$ cat config.mk
export PLATFORM = sky130hd
export DESIGN_NAME = hazard_unit
export DESIGN_NICKNAME = d
export VERILOG_FILES = /design/src/rtl/hazard_unit.sv
export SDC_FILE = /design/constraint.sdc
export NUM_CORES = 1
export LEC_CHECK = 0
export ABC_CLOCK_PERIOD_IN_PS = 2400
export CORE_AREA = 2 2 112 114
export DETAILED_ROUTE_END_ITERATION = 8
export DIE_AREA = 0 0 114 116
export MAX_ROUTING_LAYER = met4
export PLACE_DENSITY_LB_ADDON = 0.12
export SYNTH_ARGS = -nofsm -noshare
export SYNTH_HDL_FRONTEND = slang
export SYNTH_SLANG_ARGS = --single-unit
$ cat constraint.sdc
create_clock -name clock -period 2.4 [get_ports clock]
set_input_delay 0.36 -clock clock [delete_from_list [all_inputs] [get_ports clock]]
set_output_delay 0.36 -clock clock [all_outputs]
set_load 0.005 [all_outputs]
$ cat src/rtl/hazard_unit.sv
// rtl/hazard_unit.sv - per-operand data-hazard resolver (forward / stall / deadlock detect)
//
// Purpose:
//   Resolves one source operand for the execution stage. It compares the
//   operand's register id with the pending write-backs of the younger stages.
//   It then forwards the newest ready value or requests a stall. A clocked
//   watchdog flags a stall that has lasted too long and keeps that flag set.
//   Optional statistics counters are built only when HAZARD_STATS_EN is
//   defined. Without that macro the counters read as 0 and no counter flops
//   exist.
//
// Ports:
//   clock              in   system clock
//   reset              in   asynchronous, active-high reset
//   programCounter     in   PC of the instruction owning this operand
//   registerId         in   source register id read by the instruction
//   originalData       in   value read from the register file
//   stallCount         in   consecutive cycles the stage has already stalled
//   dataFromNextStages in   NUM_STAGES slots of {registerId, dataReady, data};
//                           slot 0 (LSBs) is the nearest stage
//   forwardedData      out  resolved operand value (combinational)
//   stall              out  operand not yet available (combinational)
//   deadlock           out  sticky: stall persisted to STALL_LIMIT
//   deadlockPc         out  programCounter captured when deadlock first set
//   stallCycles        out  number of stalled edges (saturating, optional)
//   forwardHits        out  number of ready-forward edges (saturating, optional)

module hazard_unit #(
  parameter int          DATA_W      = 32,
  parameter int          REG_ID_W    = 5,
  parameter int          PC_W        = 32,
  parameter int          NUM_STAGES  = 3,
  parameter int          STALL_CNT_W = 4,
  parameter int unsigned STALL_LIMIT = 8,
  parameter int          CNT_W       = 16
) (
  input  logic                                        clock,
  input  logic                                        reset,
  input  logic [PC_W-1:0]                             programCounter,
  input  logic [REG_ID_W-1:0]                         registerId,
  input  logic [DATA_W-1:0]                           originalData,
  input  logic [STALL_CNT_W-1:0]                      stallCount,
  input  logic [NUM_STAGES*(REG_ID_W+1+DATA_W)-1:0]   dataFromNextStages,
  output logic [DATA_W-1:0]                           forwardedData,
  output logic                                        stall,
  output logic                                        deadlock,
  output logic [PC_W-1:0]                             deadlockPc,
  output logic [CNT_W-1:0]                            stallCycles,
  output logic [CNT_W-1:0]                            forwardHits
);

  localparam int E = REG_ID_W + 1 + DATA_W;

  logic [REG_ID_W-1:0] w_slot_id   [NUM_STAGES];
  logic                w_slot_rdy  [NUM_STAGES];
  logic [DATA_W-1:0]   w_slot_data [NUM_STAGES];

  genvar g;
  generate
    for (g = 0; g < NUM_STAGES; g++) begin : g_slot
      assign w_slot_id[g]   = dataFromNextStages[g*E+DATA_W+1 +: REG_ID_W];
      assign w_slot_rdy[g]  = dataFromNextStages[g*E+DATA_W];
      assign w_slot_data[g] = dataFromNextStages[g*E +: DATA_W];
    end
  endgenerate

  logic              w_found;
  logic              w_stall;
  logic [DATA_W-1:0] w_fwd;

  // The first matching slot decides the outcome, even when it is not ready.
  // A not-ready near slot hides any older, ready copy further down.
  // Register 0 never matches. Empty slots are also encoded with id 0.
  always_comb begin
    w_found = 1'b0;
    w_stall = 1'b0;
    w_fwd   = originalData;
    if (registerId != '0) begin
      for (int i = 0; i < NUM_STAGES; i++) begin
        if (!w_found && (w_slot_id[i] == registerId)) begin
          w_found = 1'b1;
          if (w_slot_rdy[i]) begin
            w_fwd = w_slot_data[i];
          end else begin
            w_stall = 1'b1;
          end
        end
      end
    end
  end

  assign forwardedData = w_fwd;
  assign stall         = w_stall;

  // Widen before comparing. A limit above the stallCount range can then
  // never be reached, and the deadlock flag stays clear.
  logic [31:0] w_stall_cnt_ext;
  logic        w_limit_reached;

  assign w_stall_cnt_ext = 32'(stallCount);
  assign w_limit_reached = (w_stall_cnt_ext >= STALL_LIMIT);

  logic            r_deadlock;
  logic [PC_W-1:0] r_deadlock_pc;

  // deadlockPc is loaded only on the 0->1 transition. It therefore names the
  // instruction that first hung, not a later one.
  always_ff @(posedge clock or posedge reset) begin
    if (reset) begin
      r_deadlock    <= 1'b0;
      r_deadlock_pc <= '0;
    end else if (w_stall && w_limit_reached && !r_deadlock) begin
      r_deadlock    <= 1'b1;
      r_deadlock_pc <= programCounter;
    end
  end

  assign deadlock   = r_deadlock;
  assign deadlockPc = r_deadlock_pc;

`ifdef HAZARD_STATS_EN
  logic             w_hit;
  logic [CNT_W-1:0] r_stall_cycles;
  logic [CNT_W-1:0] r_forward_hits;

  assign w_hit = w_found && !w_stall;

  // Both counters stop at all-ones rather than wrapping.
  always_ff @(posedge clock or posedge reset) begin
    if (reset) begin
      r_stall_cycles <= '0;
      r_forward_hits <= '0;
    end else begin
      if (w_stall && (r_stall_cycles != '1)) begin
        r_stall_cycles <= r_stall_cycles + 1'b1;
      end
      if (w_hit && (r_forward_hits != '1)) begin
        r_forward_hits <= r_forward_hits + 1'b1;
      end
    end
  end

  assign stallCycles = r_stall_cycles;
  assign forwardHits = r_forward_hits;
`else
  assign stallCycles = '0;
  assign forwardHits = '0;
`endif

endmodule

# Word-level counts from Yosys, hierarchy flattened
# Index checks and enable logic that the tools add are counted.
word_totals:
  register_bits: 33
  latchBits: 0
  ramBits: 0
  mem_bits_ro: 0
  inputBits: 189
  output_inout_bits: 98
  elab_cells: 32
  mem_count: 0
op_classes:
  addsub: 0
  mul: 0
  n_div: 0
  n_lt_le_gt_ge: 1
  n_eq_ne: 3
  shift: 0
  mux: 18
  bitwise: 0
  n_reduce_logical: 8
op_table:
  columns: ["op", "n"]
  rows:
  - ["32-bit 2-to-1 mux", 7]
  - ["5-bit equality test", 3]
  - ["1-bit 2-to-1 mux", 11]
  - ["5-bit nonzero test", 1]
  - ["4-bit greater-or-equal comparator, second input constant", 1]
  - ["1-bit logical AND", 4]
  - ["1-bit zero test", 3]

# Depth between registers and ports, before layout
# Gate-level depths: netlist (run 1).
depth:
  depth_word: 13
  mapped_depth: 8
  mapped_depth_nobuf: 5

# Worst setup path before layout (run 1)
# OpenSTA, ideal clock, no wires.
synth_timing:
  path_kind: "input port to output port"
  from: "in dataFromNextStages[32]"
  to: "out forwardedData[11]"
  arrival_ns: 1.711
  required_time_ns: 2.040
  slack_ns: 0.329
  cell_stages: 6
  path_buffers: 2
  path_cell_list: "clkbuf_1 > buf_1 > mux2i_1 > nor3_1 > a311oi_1 > a31oi_1"
synth_between:
  elab_chain_len: 7
synth_lines:
  columns: ["item", "line", "source"]
  rows:
  - ["from (decl)", "43", "input logic [NUM_STAGES*(REG_ID_W+1+DATA_W)-1:0] dataFromNextStages,"]
  - ["32-bit 2-to-1 mux (*)", "82", "if (w_slot_rdy[i]) begin"]
  - ["32-bit 2-to-1 mux (*)", "80", "if (!w_found && (w_slot_id[i] == registerId)) begin"]
  - ["32-bit 2-to-1 mux", "82", null]
  - ["32-bit 2-to-1 mux (*)", "80", null]
  - ["32-bit 2-to-1 mux", "82", null]
  - ["32-bit 2-to-1 mux (*)", "80", null]
  - ["32-bit 2-to-1 mux (*)", "78", "if (registerId != '0) begin"]
  - ["to (decl)", "44", "output logic [DATA_W-1:0] forwardedData,"]
# Mark *: on every way between the ends. The rest lies on a longest branch, timed or not.

# Worst setup path after layout (run 1)
layout_timing:
  from: "in dataFromNextStages[73]"
  to: "out forwardedData[18]"
layout_between:
  elab_chain_len: 8
  elab_cells_between_ends: 10
  cone_classes: "eq/ne: 1; mux: 6; reduce/logical: 3"
layout_lines:
  columns: ["item", "line"]
  rows:
  - ["5-bit equality test (*)", "80"]
  - ["1-bit logical AND (*)", "80"]
  - ["1-bit 2-to-1 mux", "80"]
  - ["1-bit 2-to-1 mux", "78"]
  - ["1-bit zero test", "80"]
  - ["1-bit logical AND", "80"]
  - ["32-bit 2-to-1 mux (*)", "80"]
  - ["32-bit 2-to-1 mux (*)", "78"]
# Mark *: on every way between the ends. The rest lies on a longest branch, timed or not. The select of a mux whose other input is x is not followed.

==> results of run 1 <==
per-layer routing:
| layer | wire, um | GRT usage | share of wire |
|---|---|---|---|
| met5 | 0 | - | 0 |
| met4 | 726 | 0.1000 | 0.038 |
| met3 | 1453 | 0.03923 | 0.076 |
| met2 | 9498 | 0.4802 | 0.50 |
| met1 | 7394 | 0.3187 | 0.39 |
cells by family (layout without fill, tap and decap cells):
| family | count (synthesis) | count (layout) |
|---|---|---|
| DFF | 33 | 33 |
| buffers and inverters | 89 | 353 |
| and+or+nand+nor | 129 | 129 |
| AOI/OAI and AO/OA | 153 | 153 |
| other | 1 | 33 |
| xor gates and xnor gates | 15 | 15 |
| muxes | 64 | 64 |
metrics by stage:
stage / power (W) / hold WS (ns)
finish: 0.003669 / 0.4053
global route: 0.003855 / 0.4540
CTS: 0.003649 / 0.4205
detailed placement: 0.002853 / 0.4916
global placement: 0.002819 / 0.4766
floorplan: 0.001709 / 0.4815
final timing paths:
check | endpoint | slack, ns | cells after the start | startpoint
min in group clock | deadlock | 0.50 | 1 | deadlock
min reg2reg | deadlock | 0.50 | 1 | deadlock
max in group asynchronous | deadlockPc[17] | 1.34 | 3 | reset
min | deadlockPc[4] | 0.41 | 2 | reset
max | forwardedData[18] | -0.01 | 9 | dataFromNextStages[73]
max reg2reg | deadlockPc[3] | 0.87 | 5 | deadlock
state kept, by name, indices dropped and copies added, names as in the netlist:
| signal | cells |
|---|---|
| deadlock | 1 |
| deadlockPc | 32 |
cell type report:
| class | instances | area share |
|---|---|---|
| antenna | 1 | 0.0003271 |
| clock buffer | 5 | 0.01635 |
| clock inverter | 3 | 0.006051 |
| inverter | 3 | 0.001472 |
| multi-input combinational | 393 | 0.3908 |
| sequential | 33 | 0.1079 |
| tap | 147 | 0.02404 |
| timing repair buffer | 342 | 0.4530 |
synth_stat cells, drive strengths merged:
cell     number
o2111ai       1
a211o        31
a211oi        1
conb          1
or3           1
and3          4
a41o          1
xnor2        10
nand3        48
buf          51
a31oi        72
xor2          5
clkbuf       35
o21ai        32
nor3         36
and2          1
o2111a        1
mux2i        32
o32a          1
mux2         32
a221o         1
o211ai        1
nor2         34
a311oi       11
dfrtp        33
inv           3
nand2         5
repair_timing:
action                                  in CTS  in global routing
pin swaps                                   49                 48
hold buffers                                 0                  0
endpoints found under the setup margin      65                 33
gates resized for setup                    227                 44
gates cloned                                 9                  4
buffers inserted                            24                  2
report_power, final:
part	internal [W]	switching, W	leakage, nW	total (W)
sequential	0.000814	0.000146	0.416	0.000960
clock	0.000491	0.000238	0.0800	0.000728
combinational	0.00132	0.000658	2.72	0.00198
==> flow_metrics.tcl, run 1 <==
set metrics [dict create \
    cts_tree "yes" \
    vdd_drop_max_mv 0.2850 \
    cpPeakStageDelay_ns 0.33 \
    core-area_mm2 0.01191 \
    die_w_um 114 \
    io_pins 287 \
    clk_latency_ns 0.27 \
    cts_made_buffers 5 \
    overflow 0 \
    finalCoreUtilization 0.6423 \
    crit_type "input pin to output pin" \
    drt_iter0_drc 561 \
    final_cell_mix "clkdlybuf4s50_1, a31oi_1, buf_4, nand3_1, buf_2" \
    synth.area.top_cells "dfrtp_1, mux2_4, a31oi_1" \
    gp_congestion 0.8680 \
    finalSetupViolations 4 \
    num_vias 5287 \
    worst-endpoint-arrival_ns 2.05 \
    yosysUniqueCellTypes 36 \
    wl_per_cell_um 20.57 \
    root_buffer "clkbuf_16" \
    slowest_stage "o32a_1" \
    place_ws_ns -0.8174 \
    clk_transition_reported_paths_ns 0.05 \
    hpwl_um 12540 \
    final_hold_viol_count 0 \
    synth_simple_gate_area_frac 0.1609 \
    period_share 1.006 \
    cp_max_fo 5 \
    syn2layout_area_growth_pct 93.27 \
    vias_per_cell 5.703 \
    endpoint_kind "output pin" \
    die_h_um 116 \
    violations "negative setup slack" \
    synthCells 484 \
    worst-path-buf-inv 4 \
    multi_input_area_mm2 0.002990 \
    grt_pass1_vias 5294 \
    drc 0 \
    power_density_mw_per_mm2 479.6 \
    instances_no_fill 927 \
    seq_area_um2 825.8 \
    fin_tns_setup_ns -0.04083 \
    rows 40 \
    rsz0062_at_grt "true" \
    synthAdderAreaFrac 0 \
    synth.yosys.seq_area_share 0.2086 \
    hold_class "input pin to asynchronous set/reset pin" \
    finalNetCount 967 \
    status "finished with violations" \
    antenna_found_initial 1 \
    synth-xor-area-share 0.03319 \
    n_fill_cell 985 \
    final_common_cell "clkdlybuf4s50_1" \
    final_max_slew_viol_count 0 \
    dp.cells 882 \
    min_period_ns 2.414 \
    synth_area_per_cell_um2 8.179 \
    max_cap_violations 0 \
    cts_sinks 33 \
    dpl_cell_area_mm2 0.006845 \
    required_ns 2.04 \
    first_pass_iters 6 \
    grt_use_total 0.2736 \
    synth-compound-area-share 0.2690 \
    p_leak_nw 3.213 \
    die-area_mm2 0.01322 \
    finalClockSkew_ns 0.005608 \
    io_buffers 251 \
    yosys_warnings 0 \
    cts_buffer_depth 2 \
    synth_top_family_by_area "compound AO/OA/AOI/OAI gates" \
    syn_area_mm2 0.003959 \
    ant_nets 0 \
    grt_pass1_wl_um 28040 \
    ys_seq_elements 33 \
    yosys.area.top_type_share 0.2086 \
    layout-drive-gt1-share 0.2824 \
    h-tree-depth 2 \
    synthMuxAreaShare 0.2004 \
    max_freq_mhz 414.3 \
    start_kind "input pin" \
    cp_top_family "compound AO/OA/AOI/OAI gates" \
    synth_top_area_cell "dfrtp_1" \
    drt_wl_total_um 19070 \
    stdcell_area_mm2 0.007651 \
    layout_setup_ws_ns -0.01367 \
    grt_max_degree 35 \
    worstPathCellList "clkdlybuf4s15_2, xnor2_2, nand3_2, o2111a_2, buf_6, buf_12, and3_4, o32a_1, buf_2" \
    initial_core_util 0.3324 \
]
Power figures use the tool's default switching activity.
==> run 2: changes to the inputs <==
--- a/config.mk
+++ b/config.mk
@@ -5,12 +5,12 @@
 export SDC_FILE = /design/constraint.sdc
 export NUM_CORES = 1
 export LEC_CHECK = 0
-export ABC_CLOCK_PERIOD_IN_PS = 2400
+export ABC_CLOCK_PERIOD_IN_PS = 2600
 export CORE_AREA = 2 2 112 114
 export DETAILED_ROUTE_END_ITERATION = 8
 export DIE_AREA = 0 0 114 116
 export MAX_ROUTING_LAYER = met4
-export PLACE_DENSITY_LB_ADDON = 0.12
+export PLACE_DENSITY = 0.82
 export SYNTH_ARGS = -nofsm -noshare
 export SYNTH_HDL_FRONTEND = slang
 export SYNTH_SLANG_ARGS = --single-unit
==> constraint.sdc (replaced) <==
create_clock -name clock -period 2.6 [get_ports clock]
set_input_delay 0.39 -clock clock [delete_from_list [all_inputs] [get_ports clock]]
set_output_delay 0.39 -clock clock [all_outputs]
set_load 0.005 [all_outputs]
==> flow_metrics.tcl, run 2 (synthesized netlist as in run 1, its figures left out) <==
set metrics [dict create \
    status "finished, final reports clean" \
    io_pins 287 \
    finalClockSkew_ns 0.005737 \
    die_h_um 116 \
    cts_hold_buf 0 \
    dr_wl_met2_um 9954 \
    ant_nets 0 \
    clk_transition_reported_paths_ns 0.05 \
    p_int_w 0.002419 \
    p_seq_frac 0.262 \
    power_density_mw_per_mm2 445.7 \
    gp_congestion 0.8898 \
    largest_reg_flops 32 \
    hold_slack_ns 0.5046 \
    final_common_cell "clkdlybuf4s50_1" \
    reg2reg_from "deadlock" \
    io_buffers 251 \
    p_leak_nw 3.241 \
    vias_per_cell 5.807 \
    cp_max_fo 7 \
    final_max_slew_viol_count 0 \
    max_cap_violations 0 \
    cts_tree "yes" \
    grt_max_degree 47 \
    antenna_found_initial 0 \
    finalSetupViolations 0 \
    p_sw_w 0.0009861 \
    first_pass_iters 5 \
    final_hold_viol_count 0 \
    required_ns 2.21 \
    wl_per_cell_um 21.27 \
    drt_iter0_drc 515 \
    overflow 0 \
    layout-drive-gt1-share 0.2791 \
    fin_tns_setup_ns 0 \
    layout_setup_ws_ns 0.007779 \
    rsz0062_at_grt "true" \
    endpoint_kind "output pin" \
    h-tree-depth 2 \
    cts_sinks 33 \
    wl_met3_um 1851 \
    grt_pass1_vias 5206 \
    finalNetCount 963 \
    drc 0 \
    initial_core_util 0.3324 \
    root_buffer "clkbuf_16" \
    rows 40 \
    diodes 0 \
    r2r-end "deadlockPc[27]" \
    highest_layer "met4" \
    die-area_mm2 0.01322 \
    netSwitchingFraction 0.2896 \
    drt_wl_total_um 19590 \
    hold_class "input pin to asynchronous set/reset pin" \
    r2r_cells 5 \
    rrSetupSlack_ns 1.06 \
    start_kind "input pin" \
    crit_type "input pin to output pin" \
    die_w_um 114 \
    cts_buffer_depth 2 \
    p_clk_frac 0.191 \
    period_share 0.9970 \
    syn2layout_area_growth_pct 92.98 \
    final_cell_mix "clkdlybuf4s50_1, a31oi_1, buf_4, nand3_1, buf_2" \
    grt_use_total 0.2689 \
    grt_pass1_wl_um 27350 \
    max_freq_mhz 385.8 \
    vdd_drop_max_mv 0.2557 \
    p_comb_frac 0.547 \
    num_vias 5348 \
    worst-endpoint-arrival_ns 2.20 \
    core-area_mm2 0.01191 \
    met1_length_um 7158 \
    hpwl_um 13140 \
    place_ws_ns -0.6283 \
    min_period_ns 2.592 \
    clk_latency_ns 0.28 \
    n_fill_cell 980 \
    cts_made_buffers 5 \
]
[run 2: cell types whose count changed in the layout (fill, tap and decap cells not counted), sizes merged]
cell | previous run | this run
dlygate4sd2 | 2 | 7
clkdlybuf4s15 | 4 | 3
diode | 1 | 0
clkinvlp | 1 | 0
dlymetal6s2s | 0 | 3
buf | 127 | 116
[run 2: how the worst max path moves through the flow]
stage | startpoint | end | slack (ns) | cells after the start
after floorplan | dataFromNextStages[32] | forwardedData[11] | 0.47 | 6
after global placement | registerId[3] | forwardedData[8] | -0.62 | 9
after detailed placement | registerId[3] | forwardedData[8] | -0.63 | 9
after CTS | dataFromNextStages[35] | forwardedData[24] | -0.02 | 8
after global routing | dataFromNextStages[111] | forwardedData[7] | -0.02 | 10
final | dataFromNextStages[111] | forwardedData[8] | 0.008 | 10
[run 2: power groups by stage]
stage	registers (W)	clock network (W)	logic (W)
2_1_floorplan	0.000900	0	0.000678
3_3_place_gp	0.000869	0	0.00174
3_5_place_dp	0.000897	0	0.00176
4_1_cts	0.000896	0.000660	0.00178
5_1_grt	0.000925	0.000685	0.00197
6_report	0.000893	0.000649	0.00186
[run 2: stage by stage]
stage,total power [W],cells,util,cell area [um2]
after floorplan,0.001578,515,-,4075
after global placement,0.002607,889,0.5780,6885
after detailed placement,0.002657,889,0.5780,6885
after CTS,0.003338,910,0.6143,7317
after global routing,0.003577,921,0.6414,7640
final,0.003405,921,0.6414,7640
[run 2: repair_timing]
item                       in CTS  in global routing
buffers inserted                9                  3
setup endpoints to repair      65                 33
pin swaps                      46                 28
gates resized for setup       200                 47
cloned                          5                  9
[run 2: per-layer routing]
layer | track usage | vias up
met2 | 0.4663 | 402
met1 | 0.3141 | 2523
li1 | - | 2365
met4 | 0.1016 | 0
met5 | - | -
met3 | 0.04289 | 58
[run 2: layout make-up]
class,count,area [um2],area share
Timing Repair Buffer,338,3426,0.4484
Multi-Input combinational cell,393,3033,0.3970
Sequential cell,33,825.8,0.1081
Tap cell,147,183.9,0.02407
Clock buffer,5,125.1,0.01638
Clock inverter,2,35.03,0.004586
Inverter,3,11.26,0.001474
[run 2: worst max-delay path: stages]
cell	delay, ns
dlygate4sd2_1	0.26
xor2_1	0.16
nor3_2	0.24
o2111a_2	0.26
buf_6	0.13
buf_8	0.14
buf_12	0.13
a31oi_1	0.10
a31oi_1	0.23
buf_2	0.16
==> run 3: changes to the inputs <==
--- a/config.mk
+++ b/config.mk
@@ -6,11 +6,12 @@
 export NUM_CORES = 1
 export LEC_CHECK = 0
 export ABC_CLOCK_PERIOD_IN_PS = 2600
-export CORE_AREA = 2 2 112 114
+export CORE_AREA = 2 2 113 115
 export DETAILED_ROUTE_END_ITERATION = 8
-export DIE_AREA = 0 0 114 116
+export DIE_AREA = 0 0 115 117
+export DONT_BUFFER_PORTS = 1
 export MAX_ROUTING_LAYER = met4
-export PLACE_DENSITY = 0.82
+export PLACE_DENSITY_LB_ADDON = 0.08
 export SYNTH_ARGS = -nofsm -noshare
 export SYNTH_HDL_FRONTEND = slang
 export SYNTH_SLANG_ARGS = --single-unit
==> flow_metrics.tcl, run 3 (synthesized netlist as in run 1, its figures left out) <==
set metrics [dict create \
    wl_per_cell_um 23.56 \
    core-area_mm2 0.01231 \
    finalClockSkew_ns 0.001946 \
    io_pins 287 \
    die-area_mm2 0.01346 \
    p_total_w 0.002274 \
    grt_use_total 0.1948 \
    root_buffer "clkbuf_16" \
    crit_type "input pin to output pin" \
    p_int_w 0.001548 \
    final_max_slew_viol_count 0 \
    rsz0062_at_grt "false" \
    drt_iter0_drc 245 \
    drt_wl_total_um 14210 \
    dp.cells 595 \
    max_cap_violations 0 \
    antenna_found_initial 0 \
    largest_reg_flops 32 \
    cts_buffer_depth 2 \
    p_leak_nw 1.653 \
    required_ns 2.21 \
    cts_made_buffers 5 \
    h-tree-depth 2 \
    post_cts_buffers 0 \
    finalSetupViolations 0 \
    instances_no_fill 603 \
    p_clk_frac 0.249 \
    cts_tree "yes" \
    worst-endpoint-arrival_ns 1.94 \
    power_density_mw_per_mm2 549.0 \
    p_sw_w 0.0007260 \
    cts_resized 0 \
    num_vias 3772 \
    reg2reg_from "deadlock" \
    clk_latency_ns 0.27 \
    fin_tns_setup_ns 0 \
    first_pass_iters 4 \
    endpoint_kind "output pin" \
    diodes 0 \
    grt_pass1_wl_um 20070 \
    overflow 0 \
    r2r_cells 5 \
    syn2layout_area_growth_pct 4.614 \
    vdd_drop_max_mv 0.2747 \
    layout-drive-gt1-share 0.1457 \
    rows 41 \
    cp_max_fo 64 \
    n_fill_cell 1282 \
    p_comb_frac 0.330 \
    initial_core_util 0.3215 \
    ant_nets 0 \
    max_freq_mhz 428.9 \
    final_cell_mix "a31oi_1, nand3_1, nor3_1, nor2_1, dfrtp_1" \
    drc 0 \
    io_buffers 0 \
    p_seq_frac 0.421 \
    status "finished, final reports clean" \
    hpwl_um 9605 \
    hold_class "input pin to asynchronous set/reset pin" \
    cts_hold_buf 0 \
    die_h_um 117 \
    grt_max_degree 65 \
    r2r-end "deadlockPc[3]" \
    final_hold_viol_count 0 \
    period_share 0.8968 \
    gp_congestion 0.7647 \
    rrSetupSlack_ns 0.94 \
    finalNetCount 641 \
    vias_per_cell 6.255 \
    clk_transition_reported_paths_ns 0.05 \
    start_kind "input pin" \
    netSwitchingFraction 0.3193 \
    final_common_cell "a31oi_1" \
    die_w_um 115 \
    grt_pass1_vias 3550 \
    min_period_ns 2.332 \
    cts_sinks 33 \
]
## run 3: worst max-delay path, stage by stage
cell and delay, ns:
xor2_1 0.14, nor3_1 0.36, o2111a_2 0.29, buf_12 0.27, a211oi_1 0.09, o32a_1 0.34
## run 3: power by group through the flow
stage | registers (W) | clock network (W) | logic (W)
3_5_place_dp | 0.000965 | 0 | 0.000750
5_1_grt | 0.000985 | 0.000613 | 0.000815
4_1_cts | 0.000962 | 0.000577 | 0.000759
6_report | 0.000957 | 0.000566 | 0.000751
3_3_place_gp | 0.000968 | 0 | 0.000745
2_1_floorplan | 0.000900 | 0 | 0.000678
## run 3: layout make-up
class / count / area (um2) / area share
Timing Repair Buffer: 16 / 220.2 / 0.05317
Clock inverter: 3 / 17.52 / 0.004230
Tap cell: 150 / 187.7 / 0.04532
Multi-Input combinational cell: 393 / 2754 / 0.6650
Clock buffer: 5 / 125.1 / 0.03021
Inverter: 3 / 11.26 / 0.002719
Sequential cell: 33 / 825.8 / 0.1994
## run 3: how the worst max path moves through the flow
stage          slack (ns)              startpoint                end  cells past startpoint
5_1_grt              0.20           registerId[2]  forwardedData[18]                      6
3_5_place_dp         0.30  dataFromNextStages[36]  forwardedData[19]                      6
4_1_cts              0.30  dataFromNextStages[36]  forwardedData[19]                      6
6_report             0.27           registerId[2]  forwardedData[18]                      6
3_3_place_gp         0.31           registerId[1]  forwardedData[19]                      6
2_1_floorplan        0.47  dataFromNextStages[32]  forwardedData[11]                      6
## run 3: layer usage
layer | vias to the layer above | part of all wire | global-route usage
met3 | 17 | 0.094 | 0.04686
li1 | 1719 | - | -
met1 | 1812 | 0.39 | 0.2305
met4 | 0 | 0.017 | 0.04337
met2 | 224 | 0.50 | 0.3369
met5 | - | 0 | -
## run 3: stage by stage
| step | instance area [um2] | hold WS [ns] | worst slack, ns | utilization |
|---|---|---|---|---|
| CTS | 4141 | 0.1084 | 0.2966 | 0.3364 |
| detailed placement | 3999 | 0.4050 | 0.2994 | 0.3248 |
| finish | 4141 | 0.09528 | 0.2684 | 0.3364 |
| global placement | 3999 | 0.4065 | 0.3131 | 0.3248 |
| floorplan | 4075 | 0.4815 | 0.4688 | - |
| global route | 4141 | 0.1343 | 0.2000 | 0.3364 |
